[src/rtl/regfile_param.sv]
`default_nettype none
// ============================================================================
// Module   : regfile_param
// Brief    : Parametrised register file with byte enables, optional write
//            bypass, pending-write scoreboard and sequenced bulk clear.
// Revision : 1.0 - initial release
// ============================================================================
module regfile_param #(
  parameter int DATA_W   = 32,
  parameter int ADDR_W   = 5,
  parameter int NUM_RD   = 2,
  parameter int ZERO_REG = 1,
  parameter int BYPASS   = 1
) (
  input  logic                       clk,
  input  logic                       reset,
  input  logic [NUM_RD*ADDR_W-1:0]   rd_addr,
  output logic [NUM_RD*DATA_W-1:0]   rd_data,
  output logic [NUM_RD-1:0]          rd_pend,
  input  logic                       wr_en,
  input  logic [ADDR_W-1:0]          wr_addr,
  input  logic [DATA_W-1:0]          wr_data,
  input  logic [DATA_W/8-1:0]        wr_be,
  output logic                       wr_ready,
  input  logic                       pend_set,
  input  logic [ADDR_W-1:0]          pend_addr,
  input  logic                       clr_start,
  output logic                       busy
);

  localparam int                c_DEPTH     = 2 ** ADDR_W;
  localparam int                c_NBYTES    = DATA_W / 8;
  localparam logic [0:0]        c_ST_IDLE   = 1'b0;
  localparam logic [0:0]        c_ST_CLEAR  = 1'b1;
  localparam logic [ADDR_W-1:0] c_LAST      = '1;
  localparam logic [ADDR_W-1:0] c_ZERO_ADDR = '0;

  logic [DATA_W-1:0]  r_mem [c_DEPTH];
  logic [c_DEPTH-1:0] r_pend;
  logic [0:0]         r_state;
  logic [0:0]         w_state_nxt;
  logic [ADDR_W-1:0]  r_cnt;
  logic               w_busy;
  logic               w_clr_en;
  logic               w_wr_acc;
  logic               w_pend_acc;
  logic [DATA_W-1:0]  w_old;
  logic [DATA_W-1:0]  w_merged;

  // Zero-register targets are dropped here so they never reach storage or bypass.
  assign w_wr_acc   = wr_en && !w_busy &&
                      !((ZERO_REG != 0) && (wr_addr == c_ZERO_ADDR));
  assign w_pend_acc = pend_set && !w_busy &&
                      !((ZERO_REG != 0) && (pend_addr == c_ZERO_ADDR));

  assign w_old = r_mem[wr_addr];

  always_comb begin
    w_merged = w_old;
    for (int b = 0; b < c_NBYTES; b++) begin
      if (wr_be[b]) begin
        w_merged[8*b +: 8] = wr_data[8*b +: 8];
      end
    end
  end

  // Bulk-clear FSM: state register
  always_ff @(posedge clk) begin
    if (reset) begin
      r_state <= c_ST_IDLE;
    end else begin
      r_state <= w_state_nxt;
    end
  end

  // Bulk-clear FSM: next state
  always_comb begin
    w_state_nxt = r_state;
    case (r_state)
      c_ST_IDLE:  if (clr_start)       w_state_nxt = c_ST_CLEAR;
      c_ST_CLEAR: if (r_cnt == c_LAST) w_state_nxt = c_ST_IDLE;
      default:                         w_state_nxt = c_ST_IDLE;
    endcase
  end

  // Bulk-clear FSM: outputs
  always_comb begin
    w_busy   = (r_state == c_ST_CLEAR);
    w_clr_en = (r_state == c_ST_CLEAR);
  end

  // Counter wraps to zero naturally on the final entry, coinciding with IDLE.
  always_ff @(posedge clk) begin
    if (reset) begin
      r_cnt <= '0;
    end else if (r_state == c_ST_IDLE && clr_start) begin
      r_cnt <= '0;
    end else if (w_clr_en) begin
      r_cnt <= r_cnt + 1'b1;
    end
  end

  always_ff @(posedge clk) begin
    if (reset) begin
      for (int i = 0; i < c_DEPTH; i++) begin
        r_mem[i] <= '0;
      end
      r_pend <= '0;
    end else if (w_clr_en) begin
      r_mem[r_cnt]  <= '0;
      r_pend[r_cnt] <= 1'b0;
    end else begin
      if (w_wr_acc) begin
        r_mem[wr_addr]  <= w_merged;
        r_pend[wr_addr] <= 1'b0;
      end
      // Later assignment lets a same-cycle set win over the commit clear.
      if (w_pend_acc) begin
        r_pend[pend_addr] <= 1'b1;
      end
    end
  end

  generate
    for (genvar k = 0; k < NUM_RD; k++) begin : g_rd
      logic [ADDR_W-1:0] w_ra;
      logic              w_hit;
      logic              w_rz;

      assign w_ra  = rd_addr[k*ADDR_W +: ADDR_W];
      assign w_hit = (BYPASS != 0) && w_wr_acc && (wr_addr == w_ra);
      assign w_rz  = (ZERO_REG != 0) && (w_ra == c_ZERO_ADDR);

      assign rd_data[k*DATA_W +: DATA_W] = w_rz  ? '0       :
                                           w_hit ? w_merged : r_mem[w_ra];
      assign rd_pend[k] = !w_rz && r_pend[w_ra];
    end
  endgenerate

  assign busy     = w_busy;
  assign wr_ready = !w_busy;

endmodule
`default_nettype wire

[config.mk]
export PLATFORM = sky130hd
export DESIGN_NAME = regfile_param
export DESIGN_NICKNAME = d
export VERILOG_FILES = /design/src/rtl/regfile_param.sv
export SDC_FILE = /design/constraint.sdc
export NUM_CORES = 2
export LEC_CHECK = 0
export CAP_MARGIN = 20
export CELL_PAD_IN_SITES_DETAIL_PLACEMENT = 1
export CELL_PAD_IN_SITES_GLOBAL_PLACEMENT = 2
export CORE_MARGIN = 4
export CORE_UTILIZATION = 46
export DETAILED_ROUTE_END_ITERATION = 10
export GPL_TIMING_DRIVEN = 1
export MAX_ROUTING_LAYER = met4
export PLACE_DENSITY = 0.79
export SYNTH_ARGS = -nofsm -noshare
export SYNTH_HDL_FRONTEND = slang
export SYNTH_SLANG_ARGS = --single-unit
export TNS_END_PERCENT = 5
[constraint.sdc]
create_clock -name clk -period 4.3 [get_ports clk]
set_input_delay 0.86 -clock clk [delete_from_list [all_inputs] [get_ports clk]]
set_output_delay 0.86 -clock clk [all_outputs]
set_load 0.05 [all_outputs]
# Word-level counts from Yosys, hierarchy flattened
# Memory sizes are Yosys's and may differ from the RTL's.
# Index checks and enable logic that the tools add are counted.
# totals
latch_bits	0
inputBits	61
ram_bits	1024
rom_bits	0
memories	1
elab_cells	87
reg_bits	38
output_inout_bits	68
# memory_table
memory	depth	width	rd	rd_clocked_by_memory_dff	wr	line_no	rtl
r_mem	32	32	3	0	32	38	logic [DATA_W-1:0] r_mem [c_DEPTH];
# op_classes
bitwise_logic	6
n_mux	41
reduce_logical	24
addsub	1
shifts	0
n_lt_le_gt_ge	8
multipliers	0
n_div	0
eq_ne	3
# ops
cell	count
$mux 32	11
$and 32x32->32	2
$not 32->32	2
$reduce_or 32->1	2
$mux 8	4
$or 32x32->32	1
$lt 5x6->1 const B	5
$logic_not 5->1	4
$mux 1	18
$demux 1 s5	3
$ge 5x1->1 const B	3
$logic_and 1x1->1	12
$bmux 1 s5	2
$eq 5x5->1	2
$mux 5	2
$add 5x1->5 const B	1
$eq 5x5->1 const B	1
$logic_not 1->1	5
$pmux 1 s2	1
$reduce_or 2->1	1
$not 1->1	1

# Logic depth before layout (Yosys ltp)
# depth
ltp_word	12
mapped_depth	13

# Least setup slack after synthesis
# OpenSTA, ideal clock, no wires.
# synth_path
path_kind	input-to-output
startpoint	input port wr_addr[0]
endpoint	output port rd_data[19]
slack_ps	-251
t_arrival_ps	3691
cell_stages	11
n_path_buf	6
t_required_ps	3440
path_cell_list	buf_6 buf_6 buf_6 buf_6 xnor2_1 nand3_1 or4_1 buf_2 buf_2 o211ai_1 a21boi_0
# synth_between
elab_chain_cells	6
elab_cells_between_ends	9
# synth_rtl
element	line_no	rtl
start: declaration	21	input logic [ADDR_W-1:0] wr_addr,
branches (longest 4 deep; another with $mem_v2 32x32)	n/a	
$mux 32 *	135	w_hit ? w_merged : r_mem[w_ra];
$mux 32 *	134	assign rd_data[k*DATA_W +: DATA_W] = w_rz ? '0 :
end: declaration	18	output logic [NUM_RD*DATA_W-1:0] rd_data,
# Every way passes the cells marked *.

# Worst setup path after layout
# layout_path
startpoint	input port rd_addr[2]
endpoint	output port rd_data[7]
# layout_between
elab_chain_cells	4
elab_cells_between_ends	6
# layout_rtl
element	line_no	rtl
start: declaration	17	input logic [NUM_RD*ADDR_W-1:0] rd_addr,
branches (longest 3 deep; another with $mem_v2 32x32)	n/a	
$mux 32 *	134	
# Marks and branches as above.

==> run summary <==
Synthesized flop and latch total: 1,062
Nets: 4,940
Crit-path max FO: 12
Share of layout cells above drive strength 1: 34.5%
RSZ-0062 raised after global routing: true
Worst setup path endpoint: rd_data[7]
Clock Path Buffers: 3
CP Data Required Time: 3.44 ns
Sequential cell area fraction in the yosys report: 49.2%
Library cells used by synthesis: 70
Dpl ws: -0.452 ns
Yosys warns: 0
Main flop type after synthesis: edfxtp_1
Mapped Cells: 4,607
Logic pwr share: 18.1%
Routed Antenna Nets: 0
Final Setup Violations: 4
Synthesized area per cell: 13.9 sq um
Initial core utilization: 46.4%
Failing checks: setup timing
CP bufs+invs: 4
Clk Latency, worst-skew pair: 0.78 ns
Period minus WS final: 4.37 ns
Yosys top cell area share: 48.1%
Crit-path cells: buf_8, nor2_1, nor4b_4, buf_4, or2_2, a21oi_1, a211oi_1, a21oi_1, buf_4, buf_12
R2R cell count: 9
Clock sink count: 1,062
Ys async rst share: 0%
I/O Buffers: 128
Reg power frac: 42.9%
P per Cell Area: 370 mW/mm^2
Critical Path Stages: 10
Io pins: 129
DR vias/cell: 7.56
Clk pwr share: 38.9%
Area grow syn2layout: 18.1%
Hold crit path type: reg -> reg
LEAKAGE: 0.0256 uW
Total GRT Usage: 41.1%
DR iter-0 viols: 9,497
Number of H-tree levels: 3
Clock buffers created by TritonCTS: 121
Number of global-route vias before repair: 51,127
Final Hold Viols: 0
Maximum clock rate: 229 MHz
Dpl hpwl: 192,000 um
Die Span Y: 381 um
Reg-to-reg slack, setup: 0.99 ns
Power Total: 27,900 uW
Critical path capture point type: output pin
Crit. Startpoint: rd_addr[2]
Crit share post-route: 102%
Largest net degree at the start of global routing: 64
Die W: 381 um
Arrival time worst endpoint: 3.51 ns
Max_slew headroom: 26.8%
# fillers: 13,198
Final cell count without fillers: 6,787
EDFF count, synth: 1,024
Core area: 0.138 sq mm
R2R Path End: r_mem[25][13]$_SDFFCE_PN0P_
Placed insts: 6,545
Reg2reg start: busy$_SDFF_PP0_
Clock root buffer: clkbuf_16
Routability-driven placement congestion ratio: 0.944
Worst VDD drop: 0.000335 V
Final setup margin: -0.0709 ns
TritonCTS clock tree: built
Vias: 51,313
Max-cap violation count: 0
Remaining global-route overflow: 0
Post-route DRC: 0
Yosys top cell by area: edfxtp_1
Crit Path Category: in -> out
P_sw: 7890 uW
Clk slew on worst S/H paths: 0.06 ns
Global-route wire length before repair: 406,000 um
Clock skew: 0.0431 ns
Final-report max-slew violation count: 0
Drt pass-1 iters: 6
Least-Margin Pin Slew: 1.10 ns
Worst path max stage delay: 0.48 ns
Top cells by area, synth: edfxtp_1 (48%), mux4_2 (29%), nor2_1 (5.4%)
Num rows: 136
Crit start category: primary input
Cell area after synthesis: 0.0640 sq mm
Final wirelength: 293,000 um
Sw Share: 28.2%
Area of the die: 0.145 sq mm
Crit path max-delay family: simple AND/OR/NAND/NOR gates
Initial antenna violation count: 10
Status: finished, violations left
Post-DR wirelength/cell: 43.1 um
CP max-delay cell: nor2_1
Internal power: 20,100 uW
Util after Layout: 54.8%
-- power by group through the flow --
stage | combinational (uW) | clock, uW | sequential, uW
after global placement | 4850 | 0 | 12100
after global routing | 5140 | 11300 | 12000
after detailed placement | 4900 | 0 | 12200
after CTS | 4930 | 10900 | 12000
final | 5070 | 10900 | 12000
after floorplan | 2760 | 0 | 12100
-- layout make-up --
cell class / instances / area, sq um / share of cell area, %
flip-flops and latches: 1062 / 31500 / 41.7
multi-input cells: 3053 / 30600 / 40.4
repair buffers: 624 / 7130 / 9.43
clock buffers: 147 / 3190 / 4.22
well taps: 1794 / 2240 / 2.97
clock inverters: 80 / 881 / 1.17
inverters: 12 / 47.5 / 0.0629
diodes: 15 / 37.5 / 0.0497
-- cell families (layout without fill, tap and decap cells) --
| family | after synthesis | after routing | share of synthesized area, % |
|---|---|---|---|
| other | 1 | 47 | 0.00586 |
| xor gates and xnor gates | 12 | 12 | 0.164 |
| DFF | 1062 | 1062 | 49.2 |
| adders and majority gates | 5 | 5 | 0.0978 |
| AOI/OAI and AO/OA | 495 | 495 | 5.42 |
| and+or+nand+nor | 1540 | 1540 | 10.0 |
| buffers and inverters | 523 | 863 | 3.96 |
| muxes | 969 | 969 | 31.1 |
-- through the flow --
stage	TNS [ns]	hold WS [ns]	area, sq um
after floorplan	-2.68	0.419	64100
final	-0.122	0.491	75600
after CTS	-0.0726	0.492	75500
after global routing	-0.0356	0.509	75600
after detailed placement	-2.58	0.484	71400
after global placement	-2.36	0.449	71400
-- worst min path at each step --
| stage | cells past startpoint | startpoint | to | slack [ns] |
|---|---|---|---|---|
| 5_1_grt | 2 | r_pend[0]$_SDFF_PP0_ | r_pend[0]$_SDFF_PP0_ | 0.51 |
| 3_3_place_gp | 2 | r_pend[0]$_SDFF_PP0_ | r_pend[0]$_SDFF_PP0_ | 0.45 |
| 3_5_place_dp | 2 | r_pend[22]$_SDFF_PP0_ | r_pend[22]$_SDFF_PP0_ | 0.48 |
| 4_1_cts | 2 | r_pend[22]$_SDFF_PP0_ | r_pend[22]$_SDFF_PP0_ | 0.49 |
| 6_report | 2 | r_pend[22]$_SDFF_PP0_ | r_pend[22]$_SDFF_PP0_ | 0.49 |
| 2_1_floorplan | 2 | r_pend[0]$_SDFF_PP0_ | r_pend[0]$_SDFF_PP0_ | 0.42 |
-- flip-flops by register name, summed over array words and instances, names as in the netlist --
| signal | cells |
|---|---|
| r_pend | 32 |
| busy | 1 |
| r_mem | 1024 |
| r_cnt | 5 |
-- worst reg2reg max path, delay by kind of cell, from the launching register on --
kind,cells,cell delay (ns)
buffers and inverters,3,0.71
multiplexers,1,0.17
AO/OA/AOI/OAI,1,0.59
flip-flops,1,0.31
AND/OR/NAND/NOR,4,1.18
-- synthesized netlist by cell type, types with 10 or more instances --
| master | number |
|---|---|
| buf_1 | 20 |
| a221oi_1 | 10 |
| nor2_1 | 919 |
| o2111ai_1 | 10 |
| nand2_1 | 297 |
| a211oi_1 | 26 |
| o221ai_1 | 22 |
| buf_6 | 10 |
| o22ai_1 | 13 |
| buf_4 | 68 |
| nor3_1 | 132 |
| mux4_2 | 813 |
| a221o_1 | 13 |
| a22oi_1 | 134 |
| a21oi_1 | 107 |
| mux2_2 | 23 |
| nor2b_1 | 34 |
| o211ai_1 | 32 |
| buf_2 | 192 |
| a22o_1 | 18 |
| a2bb2oi_1 | 13 |
| and2_1 | 18 |
| a21boi_0 | 15 |
| o21ai_0 | 51 |
| clkbuf_1 | 221 |
| mux2i_1 | 133 |
| nand3_1 | 56 |
| edfxtp_1 | 1024 |
| dfxtp_1 | 38 |
| nand2b_1 | 38 |
-- what timing repair did --
item | 4_1_cts | 5_1_grt
pin swaps | 3 | 1
setup buffers | 0 | 0
hold buffers | 0 | 0
resized for setup | 12 | 11
endpoints found under the setup margin | 23 | 14
-- metal layers --
metal	GRT usage [%]	part of all wire (%)
met4	23.7	7.0
met3	13.2	15
met1	51.2	34
met2	59.2	44
met5	-	0
-- layout by cell type, fill, tap and decap left out, drive strengths merged, types with 17 or more instances in the layout --
cell type	synthesis	routed
edfxtp	1024	1024
nor2	924	924
mux4	813	813
buf	290	579
nand2	297	297
clkbuf	221	148
a22oi	134	134
nor3	134	134
mux2i	133	133
a21oi	109	109
nand3	56	56
o21ai	53	53
clkinv	2	53
clkdlybuf4s50	0	43
dfxtp	38	38
nand2b	38	38
nor2b	34	34
o211ai	32	32
conb	1	32
a211oi	27	27
mux2	23	23
o221ai	22	22
and2	19	19
a22o	18	18
bufinv	0	17
Power figures use the tool's default switching activity.
